--- src/rtl/color_matrix_pipe.sv ---
// -----------------------------------------------------------------------------
// color_matrix_pipe
//
// Four-stage pipelined 3x3 colour-matrix transform for the video path.
// Modes: bypass, sepia, grayscale and custom (programmable, double-buffered
// coefficients). Mode and coefficient changes are committed only on
// frame_start, so a frame is always processed with a single configuration.
//
// Ports:
//   clk          system clock, all state on posedge
//   rst          asynchronous reset, active low
//   in_valid     input pixel qualifier
//   r_in/g_in/b_in  input pixel, DATA_W bits per channel (unsigned)
//   frame_start  one-cycle pulse committing shadow config to active config
//   mode         requested mode (0 bypass, 1 sepia, 2 grayscale, 3 custom)
//   cfg_we       shadow coefficient write strobe
//   cfg_addr     coefficient index 0..8 row-major (R row, G row, B row);
//                9..15 ignored
//   cfg_data     signed coefficient, FRAC_W fractional bits
//   out_valid    output pixel qualifier, in_valid delayed by 4 cycles
//   r_out/g_out/b_out  transformed pixel; holds the last valid pixel
//
// Build option:
//   CMX_ROUND_EN  when defined, row sums get +2^(FRAC_W-1) before the final
//                 shift (round half up); otherwise the shift is a pure floor.
// -----------------------------------------------------------------------------
module color_matrix_pipe #(
    parameter int DATA_W = 8,
    parameter int COEF_W = 10,
    parameter int FRAC_W = 8
) (
    input  logic              clk,
    input  logic              rst,
    input  logic              in_valid,
    input  logic [DATA_W-1:0] r_in,
    input  logic [DATA_W-1:0] g_in,
    input  logic [DATA_W-1:0] b_in,
    input  logic              frame_start,
    input  logic [1:0]        mode,
    input  logic              cfg_we,
    input  logic [3:0]        cfg_addr,
    input  logic [COEF_W-1:0] cfg_data,
    output logic              out_valid,
    output logic [DATA_W-1:0] r_out,
    output logic [DATA_W-1:0] g_out,
    output logic [DATA_W-1:0] b_out
);

    localparam int PROD_W = DATA_W + COEF_W + 1;
    localparam int SUM_W  = PROD_W + 2;

    typedef enum logic [1:0] {
        MODE_BYPASS = 2'd0,
        MODE_SEPIA  = 2'd1,
        MODE_GRAY   = 2'd2,
        MODE_CUSTOM = 2'd3
    } mode_e;

    typedef logic signed [COEF_W-1:0] coef_t;
    typedef logic signed [PROD_W-1:0] prod_t;
    typedef logic signed [SUM_W-1:0]  sum_t;

    // Built-in matrices are expressed for FRAC_W = 8 and rescaled below.
    localparam int SEPIA_TAB [9] = '{101, 197, 48, 89, 176, 43, 70, 137, 33};
    localparam int GRAY_TAB  [9] = '{77, 150, 29, 77, 150, 29, 77, 150, 29};

    localparam coef_t ONE     = coef_t'(1 <<< FRAC_W);
    localparam sum_t  PIX_MAX = sum_t'((1 << DATA_W) - 1);

`ifdef CMX_ROUND_EN
    localparam sum_t ROUND_K = sum_t'(1 <<< (FRAC_W - 1));
`endif

    function automatic coef_t scale_coef(input int c);
        if (FRAC_W >= 8) begin
            return coef_t'(c <<< (FRAC_W - 8));
        end
        return coef_t'(c >>> (8 - FRAC_W));
    endfunction

    // Row-major 3x3: indices 0, 4 and 8 are the diagonal.
    function automatic coef_t identity_coef(input int idx);
        return ((idx % 4) == 0) ? ONE : '0;
    endfunction

    function automatic sum_t sext_prod(input prod_t p);
        return {{2{p[PROD_W-1]}}, p};
    endfunction

    // Floor shift, then saturate into the unsigned pixel range.
    function automatic logic [DATA_W-1:0] clamp_px(input sum_t s);
        sum_t q;
        q = s >>> FRAC_W;
        if (q[SUM_W-1]) begin
            return '0;
        end
        if (q > PIX_MAX) begin
            return '1;
        end
        return q[DATA_W-1:0];
    endfunction

    // -------------------------------------------------------------------------
    // Configuration: active and shadow banks
    // -------------------------------------------------------------------------
    mode_e active_mode;
    coef_t active_bank [9];
    coef_t shadow_bank [9];

    // NOTE: the coefficient banks are small register arrays, not RAM, so they
    // are reset like any other flop; the identity value is needed from reset.
    always_ff @(posedge clk or negedge rst) begin
        if (!rst) begin
            active_mode <= MODE_BYPASS;
            for (int i = 0; i < 9; i++) begin
                active_bank[i] <= identity_coef(i);
                shadow_bank[i] <= identity_coef(i);
            end
        end else begin
            // NOTE: non-blocking assignments make the commit copy the shadow
            // bank as it stood before a coincident cfg_we write lands.
            if (frame_start) begin
                active_mode <= mode_e'(mode);
                active_bank <= shadow_bank;
            end
            if (cfg_we && (cfg_addr <= 4'd8)) begin
                shadow_bank[cfg_addr] <= cfg_data;
            end
        end
    end

    // A pixel arriving together with frame_start already sees the new config.
    mode_e sel_mode;
    coef_t sel_coef [9];

    // NOTE: every output of this block is given a value before any branch, so
    // no path leaves a variable unassigned and no latch is inferred.
    always_comb begin
        sel_mode = frame_start ? mode_e'(mode) : active_mode;
        for (int i = 0; i < 9; i++) begin
            sel_coef[i] = identity_coef(i);
            case (sel_mode)
                MODE_SEPIA:  sel_coef[i] = scale_coef(SEPIA_TAB[i]);
                MODE_GRAY:   sel_coef[i] = scale_coef(GRAY_TAB[i]);
                MODE_CUSTOM: sel_coef[i] = frame_start ? shadow_bank[i] : active_bank[i];
                default:     sel_coef[i] = identity_coef(i);
            endcase
        end
    end

    // -------------------------------------------------------------------------
    // S1: pixel and its own coefficient set
    // -------------------------------------------------------------------------
    logic              s1_valid;
    logic [DATA_W-1:0] s1_pix  [3];
    coef_t             s1_coef [9];

    always_ff @(posedge clk or negedge rst) begin
        if (!rst) begin
            s1_valid <= 1'b0;
            for (int i = 0; i < 3; i++) begin
                s1_pix[i] <= '0;
            end
            for (int i = 0; i < 9; i++) begin
                s1_coef[i] <= '0;
            end
        end else begin
            s1_valid <= in_valid;
            if (in_valid) begin
                s1_pix[0] <= r_in;
                s1_pix[1] <= g_in;
                s1_pix[2] <= b_in;
                s1_coef   <= sel_coef;
            end
        end
    end

    // -------------------------------------------------------------------------
    // S2: nine signed products, pixel zero-extended
    // -------------------------------------------------------------------------
    prod_t prod_next [9];

    always_comb begin
        for (int i = 0; i < 9; i++) begin
            prod_next[i] = $signed({{(COEF_W + 1){1'b0}}, s1_pix[i % 3]})
                         * $signed({{(DATA_W + 1){s1_coef[i][COEF_W-1]}}, s1_coef[i]});
        end
    end

    logic  s2_valid;
    prod_t s2_prod [9];

    always_ff @(posedge clk or negedge rst) begin
        if (!rst) begin
            s2_valid <= 1'b0;
            for (int i = 0; i < 9; i++) begin
                s2_prod[i] <= '0;
            end
        end else begin
            s2_valid <= s1_valid;
            if (s1_valid) begin
                s2_prod <= prod_next;
            end
        end
    end

    // -------------------------------------------------------------------------
    // S3: full-precision row sums (optionally pre-biased for rounding)
    // -------------------------------------------------------------------------
    sum_t sum_next [3];

    always_comb begin
        for (int r = 0; r < 3; r++) begin
            sum_next[r] = sext_prod(s2_prod[3*r])
                        + sext_prod(s2_prod[3*r+1])
                        + sext_prod(s2_prod[3*r+2]);
`ifdef CMX_ROUND_EN
            sum_next[r] = sum_next[r] + ROUND_K;
`endif
        end
    end

    logic s3_valid;
    sum_t s3_sum [3];

    always_ff @(posedge clk or negedge rst) begin
        if (!rst) begin
            s3_valid <= 1'b0;
            for (int r = 0; r < 3; r++) begin
                s3_sum[r] <= '0;
            end
        end else begin
            s3_valid <= s2_valid;
            if (s2_valid) begin
                s3_sum <= sum_next;
            end
        end
    end

    // -------------------------------------------------------------------------
    // S4: shift, clamp and register the outputs
    // -------------------------------------------------------------------------
    always_ff @(posedge clk or negedge rst) begin
        if (!rst) begin
            out_valid <= 1'b0;
            r_out     <= '0;
            g_out     <= '0;
            b_out     <= '0;
        end else begin
            out_valid <= s3_valid;
            if (s3_valid) begin
                r_out <= clamp_px(s3_sum[0]);
                g_out <= clamp_px(s3_sum[1]);
                b_out <= clamp_px(s3_sum[2]);
            end
        end
    end

endmodule

--- config.mk ---
export PLATFORM = sky130hd
export DESIGN_NAME = color_matrix_pipe
export DESIGN_NICKNAME = d
export VERILOG_FILES = /design/src/rtl/color_matrix_pipe.sv
export SDC_FILE = /design/constraint.sdc
export NUM_CORES = 2
export LEC_CHECK = 0
export ABC_CLOCK_PERIOD_IN_PS = 5160
export CAP_MARGIN = 20
export CELL_PAD_IN_SITES_DETAIL_PLACEMENT = 1
export CELL_PAD_IN_SITES_GLOBAL_PLACEMENT = 2
export CORE_ASPECT_RATIO = 0.6
export CORE_UTILIZATION = 39
export DETAILED_ROUTE_END_ITERATION = 16
export PLACE_DENSITY = 0.75
export SYNTH_ARGS = -nofsm -noshare
export SYNTH_HDL_FRONTEND = slang
export SYNTH_SLANG_ARGS = --single-unit
export TNS_END_PERCENT = 50
--- constraint.sdc ---
create_clock -name clk -period 5.16 [get_ports clk]
set_input_delay 1.032 -clock clk [delete_from_list [all_inputs] [get_ports clk]]
set_output_delay 1.032 -clock clk [all_outputs]
set_load 0.005 [all_outputs]
==> impl_metrics.py <==
metrics = {
    "global_routing": {
        "grt.total_usage": 0.236,
        "grt_antenna_before_repair": 22,
        "grt_pass1_vias": 38100,
        "grt.overflow.total": 0,
        "grt_max_degree": 108,
        "grt_pass1_wl_um": 238000,
    },
    "pwr": {
        "p_leak_nw": 29.3,
        "p_int_mw": 16.2,
        "p_comb_frac": 0.627,
        "p_seq_frac": 0.231,
        "switchingPower_mw": 13.9,
        "p_clk_frac": 0.142,
        "sw_frac_of_total": 0.462,
        "vdd_drop_max_v": 0.000352,
        "cellPowerDensity_nw_per_um2": 520,
    },
    "finish": {
        "stdcell_count": 7076,
        "final_layout_size_suffix_gt1_frac": 0.157,
        "final_common_cell": "inv_1",
        "layout_common_cells": "inv_1 (1,103), fa_1 (644), dfrtp_1 (508)",
        "nets": 6404,
        "postLayoutCellArea_um2": 57800,
        "area_delta_synth_final_pct": 12.8,
    },
    "placed_design": {
        "dp.cells": 6967,
        "place_area_um2": 55600,
        "port-buffer-count": 69,
        "gp_congestion": 0.838,
        "dp_hpwl_um": 122000,
    },
    "sta": {
        "clock_skew_ns": 0.0563,
        "tightest_slew_ns": 1.20,
        "clock.fmax_mhz": 198,
        "hold_viol": 0,
        "slew_violations": 0,
        "relSlewSlack": 0.200,
        "finalCriticalPeriod_ns": 5.05,
        "finalCritPeriodShare": 0.979,
        "rsz0062_at_grt": "yes",
        "setup_violations": 0,
    },
    "clock_tree": {
        "cts.sinks": 534,
        "ctsHoldBuffers": 0,
        "clock-root-buffer": "clkbuf_16",
        "clk_latency_ns": 0.67,
        "path_clk_slew_ns": 0.07,
        "cts_max_level": 2,
        "cts_buffer_depth": 3,
        "cts_tree": "done",
        "numCtsBuffers": 57,
    },
    "synth": {
        "synth_top_area_frac": 0.258,
        "synthFlopType": "dfrtp_1",
        "syn_area_um2": 51300,
        "synthArstFlopShare": 1.00,
        "synth_area_leaders": "dfrtp_1 (26%), fa_1 (25%), ha_1 (9.7%)",
        "synth_fp_nets": 6224,
        "syn_inst": 5132,
        "ys_types": 66,
        "avgSynthCellArea_um2": 9.99,
        "ys_ff_latch": 534,
        "ys.warnings.count": 0,
        "yosysSeqAreaShare": 0.261,
        "synth_edf_count": 0,
        "synth.largest_area_cell": "dfrtp_1",
    },
    "routing": {
        "ant_nets": 0,
        "avgViaCountPerCell": 5.00,
        "drc_errors": 0,
        "num_vias": 35400,
        "wl_per_cell_um": 21.7,
        "wirelength_um": 153000,
        "firstDrtPassIters": 5,
        "drt_iter0_drc": 1960,
    },
    "die": {
        "core_um2": 130000,
        "dieArea_um2": 133000,
        "start_util": 0.395,
        "ios": 70,
        "dieHeight_um": 283,
        "dieWidth_um": 470,
        "rows": 102,
    },
    "worst_setup_path": {
        "arrival_ns": 5.61,
        "criticalPathCategory": "register to register",
        "worstPathRequired_ns": 5.72,
        "startpoint_type": "register",
        "crit_path_end_kind": "register",
        "crit_fanout": 9,
    },
    "run_status": {
        "status": "completed",
    },
    "job": {
        "maxCapViolations": 0,
    },
    "hold_path": {
        "hp-class": "input pin to asynchronous set/reset pin",
    },
}
==> synthesized netlist by cell type, types with 71 or more instances <==
master,count
ha_1,399
fa_1,648
a21oi_1,136
nand3_1,86
nand2_1,417
o21ai_0,138
a21o_1,71
and2_1,365
dfrtp_1,528
mux2_2,385
xnor2_1,128
inv_1,1103
nor2_1,143
clkbuf_1,199
==> layout make-up <==
| class | instances | area, µm² |
|---|---|---|
| tap | 1716 | 2150 |
| sequential | 534 | 13400 |
| antenna | 4 | 10.0 |
| fill | 14500 | 71800 |
| multi-input combinational | 3275 | 33200 |
| clock buffer | 72 | 1550 |
| timing repair buffer | 340 | 3070 |
| clock inverter | 31 | 320 |
| inverter | 1104 | 4140 |
==> registers in the layout (all words and copies together), names as in the netlist, 2 cells and up <==
| register | cells |
|---|---|
| r_out | 8 |
| b_out | 8 |
| active_bank | 90 |
| s3_sum | 39 |
| active_mode | 2 |
| s1_pix | 24 |
| shadow_bank | 90 |
| s2_prod | 171 |
| s1_coef | 90 |
| g_out | 8 |
==> stage by stage <==
step	total power [mW]	worst slack, ns	hold WS [ns]	util	setup TNS, ns
floorplan	18.3	0.206	0.352	-	0
global placement	25.0	0.0132	0.481	0.429	0
detailed placement	25.5	0.00957	0.485	0.429	0
CTS	30.0	0.00150	0.485	0.444	0
global route	32.6	-0.0844	0.510	0.446	-0.435
finish	30.1	0.109	0.473	0.446	0
==> power groups by stage <==
stage                     logic, mW  clock network [mW]  registers (mW)
after floorplan                12.1                   0            6.28
after global routing           21.0                4.52            7.11
after detailed placement       18.5                   0            7.01
final                          18.8                4.26            6.95
after global placement         18.0                   0            6.96
after CTS                      18.7                4.38            6.95
==> routing by layer <==
layer	vias up	global-route usage	wire length, µm	part of all wire
li1	16300	-	-	-
met1	18400	0.376	81800	0.53
met2	576	0.331	60500	0.39
met3	105	0.0448	8900	0.058
met4	0	0.0351	2170	0.014
met5	-	0	0	0
==> timing repair <==
item,4_1_cts,5_1_grt
setup buffers,0,1
endpoints found under the setup margin,1,41
cloned,0,0
gates resized for setup,1,68
pin swaps,0,8
==> critical path, cell delays in order, from the launching register on <==
cell       delay (ns)
dfrtp_1          0.61
nand2_1          0.13
fa_1             0.50
inv_1            0.04
ha_1             0.28
ha_1             0.29
inv_1            0.05
fa_1             0.48
inv_1            0.05
ha_1             0.21
fa_1             0.48
a21o_1           0.18
a21o_1           0.23
a2111oi_4        0.38
nor3_1           0.14
or3_1            0.36
a21oi_1          0.19
xnor2_1          0.08
mux2_2           0.26
==> cell families after synthesis <==
group,after synthesis,share of synthesized area
muxes,389,0.0854
xor gates and xnor gates,182,0.0311
and+or+nand+nor,1139,0.109
buffers and inverters,1323,0.0969
AOI/OAI and AO/OA,518,0.0660
DFF,534,0.261
adders and majority gates,1047,0.351
==> final timing paths <==
path / start / to / slack [ns] / cells past startpoint
worst max-delay path: s1_coef[52]$_DFFE_PN0P_ / s2_prod[111]$_DFFE_PN0P_ / 0.11 / 18
worst min-delay path: rst / s2_prod[18]$_DFFE_PN0P_ / 0.47 / 1
worst max register to register: s1_coef[52]$_DFFE_PN0P_ / s2_prod[111]$_DFFE_PN0P_ / 0.11 / 18
worst min register to register: active_bank[26]$_DFFE_PN0P_ / active_bank[26]$_DFFE_PN0P_ / 0.49 / 1
max in group asynchronous: rst / s2_prod[10]$_DFFE_PN0P_ / 3.41 / 2
min in group clk: active_bank[26]$_DFFE_PN0P_ / active_bank[26]$_DFFE_PN0P_ / 0.49 / 1
No activity file was read; power rests on OpenSTA's default activity.
